==> config.mk <==
export PLATFORM = sky130hd
export DESIGN_NAME = ram2e_cmd_initiator
export DESIGN_NICKNAME = d
export VERILOG_FILES = /design/src/rtl/ram2e_pkg.sv /design/src/rtl/ram2e_bus_cycle.sv /design/src/rtl/ram2e_cmd_initiator.sv
export SDC_FILE = /design/constraint.sdc
export NUM_CORES = 1
export LEC_CHECK = 0
export CORE_MARGIN = 2
export CORE_UTILIZATION = 54
export DETAILED_ROUTE_END_ITERATION = 7
export PLACE_DENSITY = 0.82
export SYNTH_ARGS = -nofsm -noshare
export SYNTH_HDL_FRONTEND = slang
export SYNTH_SLANG_ARGS = --single-unit
==> constraint.sdc <==
create_clock -name C14M -period 3.3 [get_ports C14M]
set_clock_uncertainty 0.15 [all_clocks]
set_input_delay 0.495 -clock C14M [delete_from_list [all_inputs] [get_ports C14M]]
set_output_delay 0.495 -clock C14M [all_outputs]
set_load 0.03 [all_outputs]
==> src/rtl/ram2e_pkg.sv <==
// Shared constants for the RAM2E bank-register command initiator:
// unlock sequence, command codes, bus-phase windows and sequencer states.
package ram2e_pkg;

   localparam logic [7:0] SEQ0 = 8'hFF;
   localparam logic [7:0] SEQ1 = 8'h00;
   localparam logic [7:0] SEQ2 = 8'h55;
   localparam logic [7:0] SEQ3 = 8'hAA;
   localparam logic [7:0] SEQ4 = 8'hC1;
   localparam logic [7:0] SEQ5 = 8'hAD;

   localparam logic [7:0] CMD_PROGRAM   = 8'hEF;
   localparam logic [7:0] CMD_ERASE     = 8'hEE;
   localparam logic [7:0] CMD_RESETBANK = 8'hFF;
   localparam logic [7:0] CMD_BITBANG   = 8'hEA;
   localparam logic [7:0] CMD_SETMASK   = 8'hE0;

   localparam logic [7:0] BANKREG_ROW = 8'h73;

   // Phase windows; the data window closes at the last phase of the cycle.
   localparam logic [3:0] ROW_FIRST = 4'd4;
   localparam logic [3:0] ROW_LAST  = 4'd8;
   localparam logic [3:0] STB_FIRST = 4'd7;
   localparam logic [3:0] STB_LAST  = 4'd13;
   localparam logic [3:0] DAT_FIRST = 4'd8;

   typedef enum logic [1:0] {
      ST_IDLE   = 2'd0,
      ST_WAIT0  = 2'd1,
      ST_XFER   = 2'd2,
      ST_FINISH = 2'd3
   } seq_state_e;

   function automatic logic [7:0] unlock_byte(input logic [2:0] idx);
      logic [7:0] b;
      b = 8'h00;
      case (idx)
         3'd0:    b = SEQ0;
         3'd1:    b = SEQ1;
         3'd2:    b = SEQ2;
         3'd3:    b = SEQ3;
         3'd4:    b = SEQ4;
         3'd5:    b = SEQ5;
         default: b = 8'h00;
      endcase
      return b;
   endfunction

endpackage

==> src/rtl/ram2e_bus_cycle.sv <==
// Free-running 6502 bus-cycle generator: phase counter, PHI1 and the
// registered row/strobe/data waveform of one $C073 write per bus cycle.
module ram2e_bus_cycle #(
   parameter int         CYCLE_LEN   = 14,
   parameter int         PHI1_HIGH   = 7,
   parameter logic [7:0] BANKREG_ROW = ram2e_pkg::BANKREG_ROW
) (
   input  logic       clk_i,
   input  logic       rst_n_i,
   input  logic       wr_i,
   input  logic [7:0] byte_i,
   output logic [3:0] phase_nxt_o,
   output logic       phi1_o,
   output logic [7:0] ain_o,
   output logic [7:0] din_o,
   output logic       nwe_o,
   output logic       nc07x_o
);
   import ram2e_pkg::*;

   localparam logic [3:0] P_LAST   = 4'(CYCLE_LEN - 1);
   localparam logic [3:0] PHI1_END = 4'(PHI1_HIGH);

   logic [3:0] phase_q, phase_d;
   logic       phi1_q, phi1_d;
   logic [7:0] ain_q, ain_d;
   logic [7:0] din_q, din_d;
   logic       nwe_q, nwe_d;

   // wr_i/byte_i describe the bus cycle that phase_d belongs to, so every
   // output register holds the value for the phase it is displayed in.
   always_comb begin
      phase_d = (phase_q == P_LAST) ? 4'd0 : phase_q + 4'd1;
      phi1_d  = (phase_d < PHI1_END);
      ain_d   = 8'h00;
      din_d   = 8'h00;
      nwe_d   = 1'b1;
      if (wr_i) begin
         if (phase_d >= ROW_FIRST && phase_d <= ROW_LAST) ain_d = BANKREG_ROW;
         if (phase_d >= STB_FIRST && phase_d <= STB_LAST) nwe_d = 1'b0;
         if (phase_d >= DAT_FIRST) din_d = byte_i;
      end
   end

   always_ff @(posedge clk_i or negedge rst_n_i) begin
      if (!rst_n_i) begin
         phase_q <= P_LAST;
         phi1_q  <= 1'b0;
         ain_q   <= 8'h00;
         din_q   <= 8'h00;
         nwe_q   <= 1'b1;
      end else begin
         phase_q <= phase_d;
         phi1_q  <= phi1_d;
         ain_q   <= ain_d;
         din_q   <= din_d;
         nwe_q   <= nwe_d;
      end
   end

   assign phase_nxt_o = phase_d;
   assign phi1_o      = phi1_q;
   assign ain_o       = ain_q;
   assign din_o       = din_q;
   assign nwe_o       = nwe_q;
   assign nc07x_o     = nwe_q;

endmodule

==> src/rtl/ram2e_cmd_initiator.sv <==
// Apple IIe-side initiator for the RAM2E bank-register command interface:
// sends the unlock sequence + command (+ arg), or a single bank write.
//
// state     | meaning
// ----------+-----------------------------------------------------------
// ST_IDLE   | no transfer; start accepted here
// ST_WAIT0  | request captured, waiting for the next bus-cycle wrap
// ST_XFER   | writing byte idx, one byte per bus cycle, no gaps
// ST_FINISH | last phase of the last byte; done pulses here
module ram2e_cmd_initiator #(
   parameter int         CYCLE_LEN   = 14,
   parameter int         PHI1_HIGH   = 7,
   parameter logic [7:0] BANKREG_ROW = ram2e_pkg::BANKREG_ROW
) (
   input  logic       C14M,
   input  logic       nRESET,
   input  logic       start,
   input  logic       single,
   input  logic [7:0] cmd,
   input  logic [7:0] arg,
   input  logic       has_arg,
   output logic       busy,
   output logic       done,
   output logic       PHI1,
   output logic [7:0] Ain,
   output logic [7:0] Din,
   output logic       nWE,
   output logic       nC07X,
   output logic       nWE80,
   output logic       nEN80
);
   import ram2e_pkg::*;

   localparam logic [3:0] P_LAST = 4'(CYCLE_LEN - 1);

   seq_state_e state_q, state_d;
   logic [2:0] idx_q, idx_d;
   logic       single_q, single_d;
   logic       has_arg_q, has_arg_d;
   logic [7:0] cmd_q, cmd_d;
   logic [7:0] arg_q, arg_d;

   logic [3:0] phase_nxt;
   logic [2:0] last_idx;
   logic       wr_nxt;
   logic [7:0] byte_nxt;

   assign last_idx = single_q ? 3'd0 : (has_arg_q ? 3'd7 : 3'd6);

   always_comb begin
      state_d   = state_q;
      idx_d     = idx_q;
      single_d  = single_q;
      has_arg_d = has_arg_q;
      cmd_d     = cmd_q;
      arg_d     = arg_q;
      unique case (state_q)
         ST_IDLE: begin
            if (start) begin
               single_d  = single;
               has_arg_d = has_arg;
               cmd_d     = cmd;
               arg_d     = arg;
               idx_d     = 3'd0;
               state_d   = ST_WAIT0;
            end
         end
         ST_WAIT0: begin
            if (phase_nxt == 4'd0) state_d = ST_XFER;
         end
         ST_XFER: begin
            if (phase_nxt == 4'd0) begin
               idx_d = idx_q + 3'd1;
            end else if (phase_nxt == P_LAST && idx_q == last_idx) begin
               state_d = ST_FINISH;
            end
         end
         ST_FINISH: begin
            idx_d   = 3'd0;
            state_d = ST_IDLE;
         end
         default: state_d = ST_IDLE;
      endcase
   end

   // Byte selection follows idx_d so Din lines up with the registered phase.
   always_comb begin
      wr_nxt = (state_d == ST_XFER) || (state_d == ST_FINISH);
      if (single_q)
         byte_nxt = arg_q;
      else if (idx_d < 3'd6)
         byte_nxt = unlock_byte(idx_d);
      else if (idx_d == 3'd6)
         byte_nxt = cmd_q;
      else
         byte_nxt = arg_q;
   end

   always_ff @(posedge C14M or negedge nRESET) begin
      if (!nRESET) begin
         state_q   <= ST_IDLE;
         idx_q     <= 3'd0;
         single_q  <= 1'b0;
         has_arg_q <= 1'b0;
         cmd_q     <= 8'h00;
         arg_q     <= 8'h00;
      end else begin
         state_q   <= state_d;
         idx_q     <= idx_d;
         single_q  <= single_d;
         has_arg_q <= has_arg_d;
         cmd_q     <= cmd_d;
         arg_q     <= arg_d;
      end
   end

   ram2e_bus_cycle #(
      .CYCLE_LEN  (CYCLE_LEN),
      .PHI1_HIGH  (PHI1_HIGH),
      .BANKREG_ROW(BANKREG_ROW)
   ) u_bus_cycle (
      .clk_i      (C14M),
      .rst_n_i    (nRESET),
      .wr_i       (wr_nxt),
      .byte_i     (byte_nxt),
      .phase_nxt_o(phase_nxt),
      .phi1_o     (PHI1),
      .ain_o      (Ain),
      .din_o      (Din),
      .nwe_o      (nWE),
      .nc07x_o    (nC07X)
   );

   assign busy  = (state_q != ST_IDLE);
   assign done  = (state_q == ST_FINISH);
   assign nWE80 = 1'b1;
   assign nEN80 = 1'b1;

endmodule

==> run summary, run 1 <==
Endpoints failing hold: 0
Minimum clock period: 2.44 ns
FF-to-FF End: u_bus_cycle.din_o[7]$_DFF_PN0_
Leakage Power: 1.02 nW
Vias/cell: 5.61
Die footprint: 0.00409 sq mm
Antenna diode count: 0
R2r worst-path depth: 7
Worst Path Arrival: 1.79 ns
Area growth, synth to finish: 20.7%
Initial Utilization: 0.573
Layout cell share with drive strength beyond 1: 0.177
# hold bufs at CTS: 0
Final Slew Violations: 0
CTS tree: yes
Req. time, crit path: 2.65 ns
First-pass GRT wire length: 6620 um
Worst setup EP type: output pin
Total CTS buffers: 5
Fmax: 411 MHz
Worst r2r src: u_bus_cycle.phase_q[0]$_DFF_PN1_
Max VDD drop: 0.000443 V
Hold_sp: arg_q[6]$_DFFE_PN0P_
Synthesized cell area: 0.00194 sq mm
Final setup fails: 0
ANT nets after route: 0
Initial antenna violation count: 0
Crit Path Max Fanout: 10
Root Driver: clkbuf_4
Most frequent cells in the layout: clkdlybuf4s50_1, dfrtp_1, nand2_1
CORE AREA: 0.00339 sq mm
Synth async-reset ratio: 1.00
Dpl hpwl: 2760 um
Unrepaired setup endpoints after global routing: no
Worst-Skew Late Latency: 0.35 ns
Slowest-stage cell, CP: clkdlybuf4s50_1
Ys Warns: 0
Crit share post-route: 0.738
Max_cap viols: 0
Residual DRC: 0
GP Congestion: 0.881
Clock transition at path regs: 0.11 ns
Placed cells: 247
Overall power: 1.78 mW
Actual slew at the worst max-slew pin: 0.551 ns
Die Ht: 64.0 um
Main flop type after synthesis: dfrtp_1
Count of cell types in the netlist: 48
Post-CTS sizing: 0
Drt first pass iters: 4
Final worst setup slack: 0.865 ns
Layout Nets: 230
Mapped Avg Cell Area: 10.8 sq um
Hold depth: 1
Setup TNS: 0 ns
Status: complete, no violations
Row count: 21
Slew margin rel.: 0.633
WHS Endpoint: arg_q[6]$_DFFE_PN0P_
HP Class: reg -> reg
Crit Path Class: reg -> out
Initial drt markers: 81
Startpoint types: register
Worst slack, placed: 0.929 ns
Critical-path cell list: or2_2 > clkdlybuf4s50_1
Max stage delay on crit path: 0.60 ns
Routed WL: 3790 um
Via count: 1431
Clk sink count: 38
Reg2Reg Setup Slack: 1.02 ns
DR WL/cell: 14.9 um
Sequential-to-total area share from yosys stat: 0.492
IO Pins: 44
Vias in the first global route: 1465
Post-synthesis cell count: 180
Commonest non-fill, non-tap cell in the layout: clkdlybuf4s50_1
Post-CTS Setup Inserts: 0
H-tree Lvls: 2
Post-synth EDFFs: 0
#FFs+latches synth: 38
Overflow left after global routing: 0
PD cells: 758 mW/mm^2
Tot GR Track Use: 0.210
Fin cells: 255
Pin count of the biggest net entering global routing: 39
Die Wd: 64.0 um
Clock buffer depth: 2
Port Buffers: 38
[where the power goes]
part           total [mW]  switching (mW)  leakage (nW)  internal [mW]
Clock               0.412           0.156        0.0585          0.257
Sequential          0.741           0.129         0.469          0.612
Combinational       0.624           0.323         0.487          0.302
[cells by family (layout without fill, tap and decap cells)]
family / after synthesis / in the layout / synth area share
compound gates: 44 / 44 / 0.153
xor+xnor: 5 / 5 / 0.0225
fa+ha+maj: 1 / 1 / 0.00644
buf+inv: 28 / 54 / 0.105
flops: 38 / 38 / 0.492
mux: 18 / 18 / 0.104
other cells: 2 / 5 / 0.00386
simple gates: 44 / 44 / 0.113
[worst max-delay path by stage]
stage / slack, ns / end / startpoint / cells after the start
floorplan: 1.23 / arg_q[4]$_DFFE_PN0P_ / state_q[1]$_DFF_PN0_ / 5
global placement: 0.98 / u_bus_cycle.din_o[2]$_DFF_PN0_ / start / 7
detailed placement: 0.93 / u_bus_cycle.din_o[7]$_DFF_PN0_ / start / 8
CTS: 0.86 / busy / state_q[1]$_DFF_PN0_ / 2
global route: 0.81 / busy / state_q[1]$_DFF_PN0_ / 2
finish: 0.86 / busy / state_q[1]$_DFF_PN0_ / 2
[critical path, delay by kind of cell, from the launching register on]
| family | cells | cell delay [ns] |
|---|---|---|
| buffers and inverters | 1 | 0.60 |
| flip-flops | 1 | 0.49 |
| AND/OR/NAND/NOR | 1 | 0.35 |
[cell usage after synthesis (2+ instances only)]
cell / instances / area, sq um
a211oi_1: 2 / 15.0
a21o_1: 3 / 22.5
nand2_1: 18 / 67.6
nand3_1: 4 / 20.0
mux2_2: 13 / 146
o21ai_0: 13 / 65.1
a21oi_2: 3 / 26.3
mux2_1: 5 / 56.3
conb_1: 2 / 7.51
inv_1: 3 / 11.3
nor3_1: 3 / 15.0
dfrtp_1: 34 / 851
a21oi_1: 8 / 40.0
nand2b_1: 2 / 12.5
buf_4: 11 / 82.6
dfstp_2: 4 / 105
xnor2_1: 4 / 35.0
nand3b_1: 3 / 22.5
clkbuf_1: 4 / 15.0
buf_6: 5 / 56.3
o211ai_1: 3 / 22.5
nor2_1: 6 / 22.5
o22a_1: 2 / 17.5
[metrics by stage]
stage                     cell area (sq um)  hold WS, ns   util
after global placement                 2230        0.331  0.659
after CTS                              2340        0.365  0.692
after floorplan                        1950       0.0494      -
after global routing                   2340        0.387  0.692
final                                  2340        0.366  0.692
after detailed placement               2230        0.339  0.659
[metal layers]
layer	GRT usage	up-vias	routed length, um
li1	-	671	-
met5	0	-	0
met1	0.236	686	1440
met4	0.111	0	113
met2	0.366	63	2020
met3	0.0493	11	217
[flip-flops by register name (all words and copies together), names as in the netlist]
signal,cells
single_q,1
cmd_q,8
idx_q,3
u_bus_cycle.phase_q,4
u_bus_cycle.ain_o,1
arg_q,8
u_bus_cycle.phi1_o,1
has_arg_q,1
state_q,2
u_bus_cycle.nc07x_o,1
u_bus_cycle.din_o,8
[area by class of cell]
| type | instances | area, sq um |
|---|---|---|
| clock buffers | 6 | 51.3 |
| inverters | 6 | 30.0 |
| flip-flops and latches | 38 | 956 |
| clock inverters | 2 | 60.1 |
| repair buffers | 40 | 395 |
| multi-input cells | 117 | 795 |
| fillers | 239 | 1040 |
| well taps | 46 | 57.6 |
(Power assumes the default switching activity.)
==> inputs of run 2 (changes only) <==
--- a/config.mk
+++ b/config.mk
@@ -6,9 +6,9 @@
 export NUM_CORES = 1
 export LEC_CHECK = 0
 export CORE_MARGIN = 2
-export CORE_UTILIZATION = 54
+export CORE_UTILIZATION = 50
 export DETAILED_ROUTE_END_ITERATION = 7
-export PLACE_DENSITY = 0.82
+export PLACE_DENSITY = 0.77
 export SYNTH_ARGS = -nofsm -noshare
 export SYNTH_HDL_FRONTEND = slang
 export SYNTH_SLANG_ARGS = --single-unit
==> constraint.sdc (replaced) <==
create_clock -name C14M -period 2.5 [get_ports C14M]
set_clock_uncertainty 0.15 [all_clocks]
set_input_delay 0.375 -clock C14M [delete_from_list [all_inputs] [get_ports C14M]]
set_output_delay 0.375 -clock C14M [all_outputs]
set_load 0.03 [all_outputs]
==> run summary, run 2 (synthesized netlist as in run 1, its figures left out) <==
Initial Utilization: 0.527 (-0.0465)
Layout cell share with drive strength beyond 1: 0.177 (unchanged)
Critical Path Start: state_q[1]$_DFF_PN0_
Sw Share: 0.347 (+0.00609)
Fin cells: 257 (+0.78%)
Status: complete, no violations
Root Driver: clkbuf_8
Endpoints failing hold: 0 (unchanged)
Clk sink count: 38 (unchanged)
Fmax: 446 MHz
Post-CTS sizing: 0 (unchanged)
H-tree Lvls: 2 (unchanged)
Most frequent cells in the layout: clkdlybuf4s50_1, dfrtp_1, nand2_1
Crit path max-delay family: buffers and inverters
Clock transition at path regs: 0.07 ns (-0.04 ns)
Startpoint types: register
Crit Path Class: reg -> out
Tot GR Track Use: 0.193 (-0.0166)
PD cells: 972 mW/mm^2 (+28%)
GP Congestion: 0.814 (-7.7%)
Crit path buf inv count: 1 (unchanged)
Die Wd: 66.3 um (+3.7%)
Vias/cell: 5.56 (-0.99%)
Clock Power Share: 0.210 (-0.022)
Layout Nets: 230 (unchanged)
Storage element area: 956 sq um (unchanged)
Setup TNS: 0 ns (unchanged)
Req. time, crit path: 1.98 ns (-0.67 ns)
Via count: 1428 (-0.21%)
Worst-Skew Late Latency: 0.29 ns (-0.06 ns)
Drt first pass iters: 5 (+1)
Area growth, synth to finish: 20.7% (about the same)
First-pass GRT wire length: 6270 um (-5.2%)
Slowest-stage cell, CP: clkdlybuf4s50_1
Initial antenna violation count: 0 (unchanged)
Post-CTS Setup Inserts: 0 (unchanged)
Antenna diode count: 0 (unchanged)
Die footprint: 0.00440 sq mm (+7.5%)
Final Slew Violations: 0 (unchanged)
Overflow left after global routing: 0 (unchanged)
HP Class: reg -> reg
Slew margin rel.: 0.608 (-0.0253)
Residual DRC: 0 (unchanged)
Fillers: 291 (+22%)
Actual slew at the worst max-slew pin: 0.589 ns (+0.0380 ns)
Worst Path Arrival: 1.72 ns (-0.07 ns)
Area of the multi-input gates: 795 sq um (unchanged)
Crit Path Max Fanout: 10 (unchanged)
Worst setup EP type: output pin
Leakage Power: 1.01 nW (about the same)
ANT nets after route: 0 (unchanged)
Max_cap viols: 0 (unchanged)
Total CTS buffers: 5 (unchanged)
Critical-path cell list: or2_2 > clkdlybuf4s50_1
Worst r2r src: u_bus_cycle.phase_q[0]$_DFF_PN1_
Overall power: 2.28 mW (+28%)
Minimum clock period: 2.24 ns
Final setup fails: 0 (unchanged)
Crit share post-route: 0.897
Port Buffers: 38 (unchanged)
Die Ht: 66.3 um (+3.7%)
# hold bufs at CTS: 0 (unchanged)
Vias in the first global route: 1427 (-2.6%)
CORE AREA: 0.00369 sq mm (+8.8%)
Internal: 1.49 mW (+27%)
Share of power burned in registers: 0.429 (+0.012)
Placed cells: 249 (+0.81%)
Hold_sp: arg_q[6]$_DFFE_PN0P_
Logic pwr share: 0.362 (+0.011)
Initial drt markers: 50 (-38%)
Commonest non-fill, non-tap cell in the layout: clkdlybuf4s50_1
IO Pins: 44 (unchanged)
Psw: 0.792 mW (+30%)
DR WL/cell: 14.4 um (-2.9%)
Routed WL: 3710 um (-2.2%)
Unrepaired setup endpoints after global routing: no
CTS tree: yes
Pin count of the biggest net entering global routing: 39 (unchanged)
Max VDD drop: 0.000746 V (+68%)
Row count: 22 (+4.8%)
Dpl hpwl: 2730 um (-1.1%)
Max stage delay on crit path: 0.60 ns (about the same)
Clock buffer depth: 2 (unchanged)
run 2: power groups by stage:
stage	Clock (mW)	Sequential, mW	Combinational (mW)
3_3_place_gp	0	0.976	0.805
6_report	0.478	0.977	0.824
5_1_grt	0.518	0.999	0.897
3_5_place_dp	0	0.989	0.831
2_1_floorplan	0	0.938	0.641
4_1_cts	0.493	0.978	0.836
run 2: cell type report:
class / instances / area share
Clock buffer: 8 / 0.0469
Multi-Input combinational cell: 117 / 0.339
Tap cell: 48 / 0.0256
Sequential cell: 38 / 0.407
Timing Repair Buffer: 40 / 0.169
Inverter: 6 / 0.0128
run 2: per-stage QoR:
| stage | cell area, sq um | utilization | worst slack, ns | hold WS (ns) |
|---|---|---|---|---|
| global placement | 2240 | 0.606 | 0.318 | 0.326 |
| finish | 2350 | 0.636 | 0.257 | 0.352 |
| CTS | 2350 | 0.636 | 0.248 | 0.360 |
| floorplan | 1950 | - | 0.431 | -0.0706 |
| detailed placement | 2240 | 0.606 | 0.236 | 0.343 |
| global route | 2350 | 0.636 | 0.148 | 0.385 |
run 2: metal layers:
| layer | GRT usage | share of wire |
|---|---|---|
| met2 | 0.345 | 0.53 |
| met5 | 0 | 0 |
| met3 | 0.0596 | 0.055 |
| met1 | 0.209 | 0.39 |
| met4 | 0.0816 | 0.019 |
run 2: final timing paths:
check	end	slack (ns)	depth (start not counted)
worst max register to register	u_bus_cycle.din_o[7]$_DFF_PN0_	0.29	7
max in group asynchronous	u_bus_cycle.phase_q[3]$_DFF_PN1_	1.50	2
min in group asynchronous	state_q[0]$_DFF_PN0_	0.36	2
worst max-delay path	busy	0.26	2
worst min register to register	arg_q[6]$_DFFE_PN0P_	0.35	1
worst min-delay path	arg_q[6]$_DFFE_PN0P_	0.35	1
